--- config.mk ---
export PLATFORM = sky130hd
export DESIGN_NAME = rr_arbiter32_flat
export DESIGN_NICKNAME = d
export VERILOG_FILES = /design/src/rtl/arb_pkg.sv /design/src/rtl/rr_arbiter32_if.sv /design/src/rtl/rr_pick32.sv /design/src/rtl/rr_arbiter32.sv /design/src/flat_wrapper.sv
export SDC_FILE = /design/constraint.sdc
export NUM_CORES = 1
export LEC_CHECK = 0
export BUFFER_PORTS_ARGS = -buffer_cell sky130_fd_sc_hd__buf_2
export CAP_MARGIN = 20
export CELL_PAD_IN_SITES_DETAIL_PLACEMENT = 0
export CELL_PAD_IN_SITES_GLOBAL_PLACEMENT = 1
export CORE_MARGIN = 4
export CORE_UTILIZATION = 48
export DETAILED_ROUTE_END_ITERATION = 8
export MAX_ROUTING_LAYER = met4
export PLACE_DENSITY_LB_ADDON = 0.1
export SLEW_MARGIN = 20
export SYNTH_ARGS = -nofsm -noshare
export SYNTH_HDL_FRONTEND = slang
export SYNTH_SLANG_ARGS = --single-unit
--- constraint.sdc ---
create_clock -name clk -period 7.7 [get_ports clk]
set_input_delay 0.385 -clock clk [delete_from_list [all_inputs] [get_ports clk]]
set_output_delay 0.385 -clock clk [all_outputs]
set_load 0.01 [all_outputs]
--- src/rtl/arb_pkg.sv ---
// Shared arbitration package: requester count, index width and FSM state
// encoding. Also imported by the 5-to-32 decoder wrapper, so keep it
// free of arbiter-internal details.
package arb_pkg;
  localparam int N_REQ = 32;
  localparam int IDX_W = 5;

  typedef enum logic {
    IDLE  = 1'b0,
    GRANT = 1'b1
  } arb_state_t;
endpackage

--- src/rtl/rr_arbiter32_if.sv ---
// Request/grant bus between the requesters and the arbiter.
//   req       : level request vector, bit i = requester i
//   gnt_idx   : registered winner index (drives the decoder)
//   gnt_valid : gnt_idx holds a winner
//   gnt_ready : downstream accepts gnt_idx this cycle
//   gnt_lock  : keep ptr on accept (only with RR_ARB_LOCK_EN)
//   ptr       : current highest-priority index, visibility only
// slave modport = arbiter side, master modport = requester/consumer side.
interface rr_arbiter32_if;
  import arb_pkg::*;

  logic [N_REQ-1:0] req;
  logic [IDX_W-1:0] gnt_idx;
  logic             gnt_valid;
  logic             gnt_ready;
`ifdef RR_ARB_LOCK_EN
  logic             gnt_lock;
`endif
  logic [IDX_W-1:0] ptr;

  modport slave (
    input  req,
    input  gnt_ready,
`ifdef RR_ARB_LOCK_EN
    input  gnt_lock,
`endif
    output gnt_idx,
    output gnt_valid,
    output ptr
  );

  modport master (
    output req,
    output gnt_ready,
`ifdef RR_ARB_LOCK_EN
    output gnt_lock,
`endif
    input  gnt_idx,
    input  gnt_valid,
    input  ptr
  );
endinterface

--- src/rtl/rr_pick32.sv ---
// Combinational round-robin pick: rotate req so that bit ptr lands at
// position 0, take the lowest set bit, then add ptr back to undo the
// rotation. Index arithmetic is IDX_W wide so wrap 31->0 is free.
//   req : request vector
//   ptr : search start (highest priority)
//   idx : first set bit at or above ptr, wrapping
//   any : at least one request set
module rr_pick32
  import arb_pkg::*;
(
  input  logic [N_REQ-1:0] req,
  input  logic [IDX_W-1:0] ptr,
  output logic [IDX_W-1:0] idx,
  output logic             any
);
  logic [N_REQ-1:0] rot;
  logic [IDX_W-1:0] off;

  for (genvar i = 0; i < N_REQ; i++) begin : g_rot
    assign rot[i] = req[IDX_W'(i) + ptr];
  end

  always_comb begin
    off = '0;
    for (int i = N_REQ - 1; i >= 0; i--)
      if (rot[i]) off = IDX_W'(i);
  end

  assign idx = ptr + off;
  assign any = |req;
endmodule

--- src/rtl/rr_arbiter32.sv ---
// Round-robin arbiter, 32 requesters, registered winner index with a
// valid/ready handshake. Holds only the FSM and registers; the search is
// done in rr_pick32.
//   clk   : clock, rising edge
//   rst_n : async active-low reset
//   bus   : rr_arbiter32_if.slave (req, gnt_idx, gnt_valid, gnt_ready, ptr,
//           gnt_lock when RR_ARB_LOCK_EN is defined)
// Optional feature macro: RR_ARB_LOCK_EN (lock keeps ptr and re-grants the
// same index while it is still requesting).
module rr_arbiter32
  import arb_pkg::*;
(
  input  logic           clk,
  input  logic           rst_n,
  rr_arbiter32_if.slave  bus
);
  arb_state_t       state;
  logic [IDX_W-1:0] gnt_idx_q;
  logic             gnt_valid_q;
  logic [IDX_W-1:0] ptr_q;

  logic [IDX_W-1:0] nxt_ptr;
  logic [IDX_W-1:0] pick_ptr;
  logic [IDX_W-1:0] pick_idx;
  logic             pick_any;
  logic             lock;

`ifdef RR_ARB_LOCK_EN
  assign lock = bus.gnt_lock;
`else
  assign lock = 1'b0;
`endif

  // ptr after an accept; the just-accepted index becomes lowest priority.
  // Search start for re-arbitration: in IDLE use the held ptr; on accept
  // use the new ptr, except a lock with the owner still requesting starts
  // at the owner so it wins again.
  always_comb begin
    nxt_ptr  = lock ? ptr_q : gnt_idx_q + 1'b1;
    pick_ptr = ptr_q;
    if (state == GRANT)
      pick_ptr = (lock && bus.req[gnt_idx_q]) ? gnt_idx_q : nxt_ptr;
  end

  rr_pick32 u_pick (
    .req (bus.req),
    .ptr (pick_ptr),
    .idx (pick_idx),
    .any (pick_any)
  );

  always_ff @(posedge clk or negedge rst_n) begin
    if (!rst_n) begin
      state       <= IDLE;
      gnt_idx_q   <= '0;
      gnt_valid_q <= 1'b0;
      ptr_q       <= '0;
    end else begin
      case (state)
        IDLE: begin
          if (pick_any) begin
            gnt_idx_q   <= pick_idx;
            gnt_valid_q <= 1'b1;
            state       <= GRANT;
          end
        end
        GRANT: begin
          // winner held, no retraction, until accepted
          if (bus.gnt_ready) begin
            ptr_q <= nxt_ptr;
            if (pick_any) begin
              gnt_idx_q <= pick_idx;
            end else begin
              gnt_valid_q <= 1'b0;
              state       <= IDLE;
            end
          end
        end
        default: state <= IDLE;
      endcase
    end
  end

  assign bus.gnt_idx   = gnt_idx_q;
  assign bus.gnt_valid = gnt_valid_q;
  assign bus.ptr       = ptr_q;
endmodule
--- src/flat_wrapper.sv ---
// flat-port wrapper written by rule: the top's interface ports become plain ports
module rr_arbiter32_flat import arb_pkg::*;
  (clk, rst_n, bus_req, bus_gnt_ready, bus_gnt_idx, bus_gnt_valid, bus_ptr);
  rr_arbiter32_if bus_i ();
  input  logic clk;
  input  logic rst_n;
  input wire logic [$bits(bus_i.req)-1:0] bus_req;
  input wire logic [$bits(bus_i.gnt_ready)-1:0] bus_gnt_ready;
  output wire logic [$bits(bus_i.gnt_idx)-1:0] bus_gnt_idx;
  output wire logic [$bits(bus_i.gnt_valid)-1:0] bus_gnt_valid;
  output wire logic [$bits(bus_i.ptr)-1:0] bus_ptr;
  assign bus_i.req = bus_req;
  assign bus_i.gnt_ready = bus_gnt_ready;
  assign bus_gnt_idx = bus_i.gnt_idx;
  assign bus_gnt_valid = bus_i.gnt_valid;
  assign bus_ptr = bus_i.ptr;
  rr_arbiter32 u_core (.clk(clk), .rst_n(rst_n), .bus(bus_i));
endmodule
==> metrics.cfg <==
[global_routing]
grt_use_total_pct = 27.2
grt_pass1_wl_um = 21100
antenna_found_initial = 0
grt_pass1_vias = 3830
grt_max_degree = 30
grt-ovfl-total = 0

[die]
dieArea_um2 = 10200
core_um2 = 8340
die_x_um = 101
pin_count = 46
die_h_um = 101
initial_core_util_pct = 49.9
rows = 33

[critical_path]
cp_slowest_cell = xnor2_1
arrival_ns = 6.45
rr_startpoint = u_core.bus.gnt_idx[0]
r2r_end = u_core.bus.gnt_idx[4]
path_max_fanout = 27
max_stage_delay_ns = 0.64
crit_top_cell = ha_1
path_class = flip-flop to flip-flop
crit_chain = ha_1, mux2i_2, buf_4, clkinv_1, ha_1, xnor2_1, mux2_2, mux4_2, nor2_1, o21ai_1, and4b_1, a2111oi_0, a211oi_1, ha_1, fa_1, a21o_1, a21oi_1, xnor2_1, nand2b_1, nor4_1, nand3b_1
crit_path_end = u_core.bus.gnt_idx[4]
critPathRequiredTime_ns = 7.88
end_kind = flip-flop
start_kind = flip-flop
r2r_setup_slack_ns = 1.44
reg2reg_depth = 21
critPathLaunch = u_core.bus.gnt_idx[0]

[synth]
avgSynthCellArea_um2 = 9.44
ys_warn_count = 0
synth_top_cell_by_area = mux4_2
syn-instance-count = 441
yosysMostFrequentCell = mux4_2
ys_seq_area_share_pct = 7.21
synth_edf_count = 0
synth_commonest_cells = mux4_2, mux2i_1, nand2_1, xnor2_1, mux2_2
synthDominantCellAreaShare_pct = 27.0
synth_nets = 494
syn-cell-area_um2 = 4160
synth_cell_types = 63
ys_async_sr_fraction_pct = 100
ys.flop_type = dfrtp_1
ys_ff_latch = 12
synth_area_leaders = mux4_2, mux2i_1, dfrtp_1

[drt]
antenna_left = 0
met2_length_um = 6180
met1_length_um = 6130
dr.first_iter.drc_count = 215
drtPass1Iterations = 5
wl_met3_um = 660
vias = 3894
avgViaCountPerCell = 6.76
remaining_drc_errors = 0
finalWirelength_um = 13200
top_layer = met4
wl_per_cell_um = 23.0

[final_layout]
area_growth_syn_to_layout_pct = 7.48
nets = 525
diodes = 0
drive_gt1_share_pct = 29.1
finalNonFillerCells = 576
fillerInstances = 800
final_area_um2 = 4480

[clocking]
clk-insertion-delay-late_ns = 0.25
clk_path_buf_depth = 2
cts-buffers-inserted = 3
post_cts_resized = 0
tritoncts = done
postCtsHoldBufs = 0
h-tree-depth = 1
clkSlewWorstSetupHoldPaths_ns = 0.06
cts_setup_buffers = 0
cts_sinks = 12
ctsRootBufferMaster = clkbuf_8

[sta]
fin_setup_tns_ns = 0
fmax_ghz = 0.160
setup_viol = 0
drv_slew = 0
min_period_ns = 6.26
worst-slew-pin-transition_ns = 0.781
hold_viol = 0
period_share_pct = 81.3
rsz0062_at_grt = no
fin_worst_skew_ns = 0.00183
hold_slack_ns = 0.0122
maxSlewHeadroom_pct = 47.8

[place]
port_buffers = 45
dpl-instance-area_um2 = 4420
post-dp-hpwl_um = 10900
place.gp.congestion = 0.995
dpl.cell_count = 572

[outcome]
status = finished, final reports clean

[job]
cap_violations = 0

[hold_path]
hp-class = input pin to async pin

-- logic make-up after synthesis --
group	count (synthesis)	share of synthesized area, %
compound gates	101	15.9
xor+xnor	28	5.89
fa+ha+maj	18	5.59
buf+inv	32	4.09
flops	12	7.21
mux	112	42.8
simple gates	138	18.5
-- how the worst min path moves through the flow --
stage,slack (ns),endpoint
floorplan,0.09,u_core.bus.gnt_idx[0]
global placement,0.28,u_core.bus.gnt_valid
detailed placement,0.28,u_core.bus.gnt_valid
CTS,0.02,u_core.state
global route,0.03,u_core.bus.gnt_valid
finish,0.01,u_core.state
-- per-layer routing --
metal	up-vias	global-route usage, %
met1	1917	39.0
li1	1822	-
met4	0	6.13
met5	-	-
met3	16	3.03
met2	139	41.4
-- stage by stage --
stage	utilization [%]	worst slack, ns
2_1_floorplan	-	1.55
3_3_place_gp	53.0	1.70
3_5_place_dp	53.0	1.51
4_1_cts	53.7	1.47
5_1_grt	53.7	0.983
6_report	53.7	1.44
-- registers in the layout, summed over array words and instances (netlist names) --
name	count
u_core.bus.gnt_idx	5
u_core.bus.ptr	5
u_core.state	1
u_core.bus.gnt_valid	1
-- cells in the final DEF, fill, tap and decap left out, drive strengths merged, types with 4 or more instances in the layout --
cell | netlist | final
xnor2 | 27 | 27
and3 | 9 | 9
nand2 | 33 | 33
and2 | 11 | 11
nor4 | 13 | 13
a21o | 5 | 5
a21boi | 7 | 7
nor2 | 18 | 18
a21oi | 23 | 23
inv | 7 | 7
buf | 19 | 49
mux2i | 38 | 38
mux4 | 50 | 50
nor3 | 4 | 4
nor2b | 7 | 7
nand2b | 8 | 8
ha | 17 | 17
nand4 | 7 | 7
dfrtp | 12 | 12
o211ai | 6 | 6
a211o | 7 | 7
o21ai | 25 | 25
a211oi | 11 | 11
mux2 | 24 | 24
nand3 | 16 | 16
clkbuf | 4 | 4
-- layout make-up --
type | instances | area [um2] | share of cell area, %
Clock buffer | 4 | 55.1 | 1.23
Inverter | 9 | 36.3 | 0.811
Multi-Input combinational cell | 397 | 3700 | 82.6
Sequential cell | 12 | 300 | 6.71
Tap cell | 105 | 131 | 2.94
Timing Repair Buffer | 49 | 255 | 5.70
-- critical path: cells and delay by family (launching register included) --
family,cells,cell delay [ns]
adders and majority gates,4,1.40
muxes,3,1.11
AOI/OAI and AO/OA,5,0.98
xor gates and xnor gates,2,0.80
buffers and inverters,2,0.78
and+or+nand+nor,5,0.66
DFF,1,0.44
Power is not shown: default switching activity piles up to over one toggle a cycle in this logic, so the estimate is an artifact.
